`config.mk`:
```
export PLATFORM = sky130hd
export DESIGN_NAME = if_id_pipe
export DESIGN_NICKNAME = d
export VERILOG_FILES = /design/src/rtl/if_id_pipe.sv
export SDC_FILE = /design/constraint.sdc
export NUM_CORES = 1
export LEC_CHECK = 0
export BUFFER_PORTS_ARGS = -buffer_cell sky130_fd_sc_hd__buf_2
export CAP_MARGIN = 40
export CORE_MARGIN = 1
export CORE_UTILIZATION = 30
export DETAILED_ROUTE_END_ITERATION = 8
export GPL_TIMING_DRIVEN = 0
export PLACE_DENSITY = 0.6
export SYNTH_ARGS = -nofsm -noshare
export SYNTH_HDL_FRONTEND = slang
export SYNTH_SLANG_ARGS = --single-unit
```
`constraint.sdc`:
```
create_clock -name clk -period 2 [get_ports clk]
set_input_delay 0.4 -clock clk [delete_from_list [all_inputs] [get_ports clk]]
set_output_delay 0.4 -clock clk [all_outputs]
set_load 0.02 [all_outputs]
```
`src/rtl/if_id_pipe.sv`:
```
// rtl/if_id_pipe.sv - fetch-to-decode pipeline register with 2-entry skid buffer and flush
//
// Purpose:
//   Captures {instr, pc, pc_inc4} from fetch and presents it to decode over a
//   valid/ready handshake. A main entry drives the decode side and a skid entry
//   absorbs the one extra beat that arrives while if_ready is still high. This
//   lets if_ready come straight from a flop, so decode backpressure never
//   reaches fetch combinationally.
//
// Ports:
//   clk, rst            clock; synchronous active-high reset
//   if_valid, if_ready  fetch-side handshake (if_ready is registered)
//   if_instr, if_pc, if_pc_inc4   fetch payload (N bits each)
//   id_valid, id_ready  decode-side handshake
//   id_instr, id_pc, id_pc_inc4   decode payload (id_instr = NOP when invalid)
//   flush               drop every buffered entry and any coincident fetch beat
//   stall_cnt           32-bit decode stall counter (IF_ID_STALL_CNT_EN only)
//
// Optional feature macro: IF_ID_STALL_CNT_EN
module if_id_pipe #(
  parameter int           N   = 32,
  parameter logic [N-1:0] NOP = N'(32'h00000013)
) (
  input  logic         clk,
  input  logic         rst,
  input  logic         if_valid,
  input  logic [N-1:0] if_instr,
  input  logic [N-1:0] if_pc,
  input  logic [N-1:0] if_pc_inc4,
  output logic         if_ready,
  output logic         id_valid,
  output logic [N-1:0] id_instr,
  output logic [N-1:0] id_pc,
  output logic [N-1:0] id_pc_inc4,
  input  logic         id_ready,
  input  logic         flush
`ifdef IF_ID_STALL_CNT_EN
  ,
  output logic [31:0]  stall_cnt
`endif
);

  // Occupancy: EMPTY = nothing, ONE = main only, TWO = main + skid.
  typedef enum logic [1:0] {
    S_EMPTY = 2'd0,
    S_ONE   = 2'd1,
    S_TWO   = 2'd2
  } state_t;

  state_t       state_q, state_d;
  logic         if_ready_q, if_ready_d;
  logic [N-1:0] main_instr_q, main_instr_d;
  logic [N-1:0] main_pc_q, main_pc_d;
  logic [N-1:0] main_inc4_q, main_inc4_d;
  logic [N-1:0] skid_instr_q, skid_instr_d;
  logic [N-1:0] skid_pc_q, skid_pc_d;
  logic [N-1:0] skid_inc4_q, skid_inc4_d;

  logic in_xfer;
  logic out_xfer;

  assign id_valid = (state_q != S_EMPTY);
  assign in_xfer  = if_valid && if_ready_q;
  assign out_xfer = id_valid && id_ready;

  always_comb begin
    state_d      = state_q;
    main_instr_d = main_instr_q;
    main_pc_d    = main_pc_q;
    main_inc4_d  = main_inc4_q;
    skid_instr_d = skid_instr_q;
    skid_pc_d    = skid_pc_q;
    skid_inc4_d  = skid_inc4_q;

    if (flush) begin
      // Entries are invalidated through occupancy only; main data is kept so
      // id_pc / id_pc_inc4 keep showing their last values.
      state_d = S_EMPTY;
    end else begin
      unique case (state_q)
        S_EMPTY: begin
          if (in_xfer) begin
            state_d      = S_ONE;
            main_instr_d = if_instr;
            main_pc_d    = if_pc;
            main_inc4_d  = if_pc_inc4;
          end
        end
        S_ONE: begin
          if (in_xfer && !out_xfer) begin
            state_d      = S_TWO;
            skid_instr_d = if_instr;
            skid_pc_d    = if_pc;
            skid_inc4_d  = if_pc_inc4;
          end else if (in_xfer && out_xfer) begin
            main_instr_d = if_instr;
            main_pc_d    = if_pc;
            main_inc4_d  = if_pc_inc4;
          end else if (out_xfer) begin
            state_d = S_EMPTY;
          end
        end
        S_TWO: begin
          // if_ready is low here, so only the skid-to-main move can happen.
          if (out_xfer) begin
            state_d      = S_ONE;
            main_instr_d = skid_instr_q;
            main_pc_d    = skid_pc_q;
            main_inc4_d  = skid_inc4_q;
          end
        end
        default: begin
          state_d = S_EMPTY;
        end
      endcase
    end

    // Registering the look-ahead keeps if_ready == (state_q != S_TWO)
    // while still coming directly from a flop.
    if_ready_d = (state_d != S_TWO);
  end

  always_ff @(posedge clk) begin
    if (rst) begin
      state_q      <= S_EMPTY;
      if_ready_q   <= 1'b1;
      main_instr_q <= '0;
      main_pc_q    <= '0;
      main_inc4_q  <= '0;
      skid_instr_q <= '0;
      skid_pc_q    <= '0;
      skid_inc4_q  <= '0;
    end else begin
      state_q      <= state_d;
      if_ready_q   <= if_ready_d;
      main_instr_q <= main_instr_d;
      main_pc_q    <= main_pc_d;
      main_inc4_q  <= main_inc4_d;
      skid_instr_q <= skid_instr_d;
      skid_pc_q    <= skid_pc_d;
      skid_inc4_q  <= skid_inc4_d;
    end
  end

  assign if_ready   = if_ready_q;
  assign id_instr   = id_valid ? main_instr_q : NOP;
  assign id_pc      = main_pc_q;
  assign id_pc_inc4 = main_inc4_q;

`ifdef IF_ID_STALL_CNT_EN
  logic [31:0] stall_cnt_q, stall_cnt_d;

  // Counts cycles where decode holds off a valid entry; a flush cycle is not
  // a stall. Wraps naturally at 32 bits.
  always_comb begin
    stall_cnt_d = stall_cnt_q;
    if (id_valid && !id_ready && !flush) begin
      stall_cnt_d = stall_cnt_q + 32'd1;
    end
  end

  always_ff @(posedge clk) begin
    if (rst) begin
      stall_cnt_q <= '0;
    end else begin
      stall_cnt_q <= stall_cnt_d;
    end
  end

  assign stall_cnt = stall_cnt_q;
`endif

endmodule

```
# == Word level (Yosys, flattened, before mapping) ==
# Cells that the tools add are included.
# totals
in_bits,101
register_bits,195
wordCells,49
# op_classes
mux,23
bitwise_logic,1
n_reduce_logical,10
n_eq_ne,7
# op_table
cell,count
32-bit two-way mux,13
32-bit one-hot mux with 3 select lines,3
2-bit two-way mux,6
"2-bit inequality test, second input constant",5
2-bit one-hot mux with 3 select lines,1
6-bit AND reduction,1
1-bit logical AND,4
3-bit AND reduction,1
3-bit nonzero test,1
"2-bit by 1-bit == test with 1-bit output, second input constant",1
"2-bit == test, second input constant",1
2-bit zero test,1
2-bit nonzero test,1
1-bit zero test,1
1-bit inverter,1

# == Depth between registers and ports, before layout ==
# logic_depth
word_depth,8
mapped_depth,7
ltp_nobuf,4

# == Worst setup path after synthesis ==
# OpenSTA, ideal clock, no wires.
# synth_timing
path_kind,reg2reg
from,"reg if_ready_q, in the netlist if_ready"
to,reg skid_instr_q[11]
slack_ns,0.324
n_path_buf,3
period_less_slack_ns,1.676
arrival_ns,1.544
setup_time_ns,0.132
required_ns,1.868
stages_incl_launch_ff,8
path_cell_list,dfxtp_1 nand4bb_4 or3b_1 clkbuf_1 buf_4 buf_2 nand2_1 a21oi_1
# synth_between
elab_chain_cells,3
# synth_rtl
item,line,text
"start, declared",51,"logic if_ready_q, if_ready_d;"
"start signal, assigned",135,if_ready_q <= if_ready_d;
1-bit logical AND,63,assign in_xfer = if_valid && if_ready_q;
1-bit logical AND,90,if (in_xfer && !out_xfer) begin
3-bit AND reduction (no line),n/a,
"end signal, assigned",139,skid_instr_q <= skid_instr_d;
"end, declared",55,"logic [N-1:0] skid_instr_q, skid_instr_d;"
# Every way passes these cells.
# A chain may end at the register's enable or synchronous reset.

# == Final worst setup path ==
# layout_timing
from,reg state_q[0]
to,out id_instr[4]
# layout_between
elab_chain_cells,2
# layout_rtl
item,line,text
"start, declared",50,"state_t state_q, state_d;"
"start signal, assigned",134,state_q <= state_d;
2-bit nonzero test,62,assign id_valid = (state_q != S_EMPTY);
32-bit two-way mux,146,assign id_instr = id_valid ? main_instr_q : NOP;
"end, declared",32,"output logic [N-1:0] id_instr,"
# Every way passes these cells.

==> impl_metrics.yaml <==
run_status:
  status: "finished, final reports clean"
global_route:
  grt_max_degree: 19
  antenna_found_initial: 1
  grt_pass1_vias: 6346
  grt_first_pass_wirelength_um: 34510
  grt_overflow_total: 0
  grtUsageTotal_pct: 16.71
clocking:
  worstSkewPairLatency_ns: 0.43
  cts_max_level: 4
  cts-root-buf: "clkbuf_16"
  clockBufferDepth: 2
  cts_buffers: 17
  clkSinkCount: 195
  path_clk_slew_ns: 0.07
  cts_hold_buf: 0
  cts_tree: "built"
sta:
  fin_crit_ns: 1.927
  rsz0062_at_grt: "no"
  finClkSkew_ns: 0.009663
  timing.final.ws_setup_ns: 0.07277
  setup_viol: 0
  drv_slew: 0
  holdWs_ns: 0.1721
  fmax_mhz: 518.9
  hold_viol: 0
  worst_pin_slew_ns: 0.5869
  slew_headroom_pct: 60.88
  period_share_pct: 96.36
finish:
  drive_above_1_share_pct: 24.96
  multiInputGateArea_um2: 3596
  final_cell_mix: "223 x buf_2, 194 x nand2_1, 193 x dfxtp_1"
  final-instance-count-excl-fill: 1461
  final_common_cell: "buf_2"
  fin_nets: 1218
  nFillCells: 2649
  utilization_pct: 38.79
  ff_latch_area_um2: 3909
  area_delta_synth_final_pct: 25.75
hold_path:
  whs_endpoint: "state_q[0]"
  hold_path.class: "in -> reg"
  min_path_cells: 2
  min_from: "flush"
placement:
  dp_hpwl_um: 15980
  place.gp.congestion: 0.7702
  dp_slack_ns: -0.3397
  portBuffers: 197
  dp_cells: 1427
route:
  drtIter0Drc: 331
  post_drt_wl_per_cell_um: 15.40
  vias: 6755
  route.detailed.drc: 0
  vias_per_cell: 4.624
  ant_nets: 0
  met2WireLength_um: 10580
  routedLengthMet1_um: 10550
  firstDrtPassIters: 4
  wl_met3_um: 1094
  wirelength_um: 22500
  top_layer_used: "met4"
floorplanning:
  dieWidth_um: 163.8
  chipHeight_um: 163.8
  dieArea_um2: 26840
  start_util_pct: 30.85
  placementRows: 58
  core_um2: 25470
  boundaryPins: 199
power:
  peakVddDrop_mv: 0.3886
  power_density_nw_per_um2: 850.0
  power_leakage_uw: 0.004510
  finalPower_uw: 8398
synthesis:
  synth_seq_cells: 195
  syn_area_um2: 7858
  syn_nets: 1001
  synth_cells: 900
  ys_seq_area_share_pct: 49.68
  yosysTopAreaCell: "dfxtp_1"
  syn_avg_cell_area_um2: 8.731
  ys_warn_count: 0
  yosysUniqueCellTypes: 22
  yosysTopAreaCellShare_pct: 49.68
  ys_top_cells_by_area: "dfxtp_1 50%, mux2i_1 12%, nand2_1 9.3%"
worst_setup_path:
  critPathMaxFanout: 10
  endpoint_kind: "output port"
  crit_slowest_cell: "dfxtp_2"
  worstSetupPathType: "reg -> out"
  worstRegToRegCells: 6
  rrSetupSlack_ns: 0.13
  r2r-start: "state_q[1]"
  startpoint_type: "register"
  path_cells: "nor2_4 -> clkbuf_4 -> or2_2 -> buf_2"
  slowest_delay_ns: 0.39
  arrival_ns: 1.53
  cp.required_ns: 1.60
  reg2reg_to: "skid_instr_q[12]"
run:
  drv_cap: 0
==> how the worst max path moves through the flow <==
stage	start	to	slack (ns)
3_5_place_dp	flush	skid_instr_q[15]	-0.34
2_1_floorplan	if_ready	skid_instr_q[11]	0.32
4_1_cts	state_q[1]	id_instr[0]	0.006
6_report	state_q[0]	id_instr[4]	0.07
5_1_grt	state_q[0]	id_instr[0]	0.002
3_3_place_gp	flush	skid_instr_q[17]	-0.39
==> cell usage after synthesis <==
cell type and count:
o21ai_1 1, o22a_1 1, o21a_1 1, or3b_1 1
nor2_1 99, nor3b_2 1, a21oi_1 96, or2_2 3
mux2i_1 97, nor3_1 2, nand2_1 194, dfxtp_1 195
nand4bb_4 1, or2_1 1, nand4bb_1 1, nand2b_1 1
nor2b_1 30, clkbuf_1 40, buf_4 11, inv_1 1
a211oi_1 96, buf_2 27
==> stage by stage <==
stage | setup TNS [ns] | cell area (µm²)
after floorplan | 0 | 7858
after global routing | 0 | 9878
after detailed placement | -47.71 | 9256
after global placement | -51.61 | 9256
after CTS | 0 | 9846
final | 0 | 9881
==> power by group <==
part	internal (µW)	total (µW)	leakage, µW	switching, µW
clock network	1670	3340	0.000277	1670
logic	357	937	0.00264	581
registers	4040	4120	0.00159	81.3
==> flip-flops by register name (all words and copies together), names as in the netlist <==
register / cells
skid_inc4_q: 32
id_pc_inc4: 32
state_q: 2
skid_pc_q: 32
main_instr_q: 32
if_ready: 1
skid_instr_q: 32
id_pc: 32
==> cell families (layout without fill, tap and decap cells) <==
family | after synthesis | after routing | synth area share (%)
compound gates | 195 | 195 | 15.56
buf+inv | 79 | 309 | 4.729
flops | 195 | 195 | 49.68
mux | 97 | 97 | 12.36
other cells | 0 | 1 | 0
simple gates | 334 | 334 | 17.68
==> metal layers <==
| layer | track usage (%) | up-vias |
|---|---|---|
| met4 | 4.335 | 0 |
| met1 | 21.96 | 3078 |
| met5 | 0 | - |
| met2 | 27.50 | 159 |
| met3 | 3.737 | 20 |
| li1 | - | 3498 |
==> final cells by class <==
type	instances	share of cell area, %
inverters	1	0.03799
clock buffers	18	4.445
clock inverters	14	1.190
repair buffers	199	10.26
flip-flops and latches	195	39.56
plain buffers	77	3.913
diodes	1	0.02533
multi-input cells	626	36.39
well taps	330	4.179
==> worst max-delay path, delay by kind of cell (launching register included) <==
kind | cells | cell delay [ns]
flip-flops | 1 | 0.39
buffers and inverters | 2 | 0.34
AND/OR/NAND/NOR | 2 | 0.37
==> repair_timing <==
| item | CTS | global route |
|---|---|---|
| pin swaps | 0 | 2 |
| setup buffers | 0 | 2 |
| gates resized for setup | 12 | 6 |
| endpoints found under the setup margin | 203 | 102 |
Power figures use the tool's default switching activity.
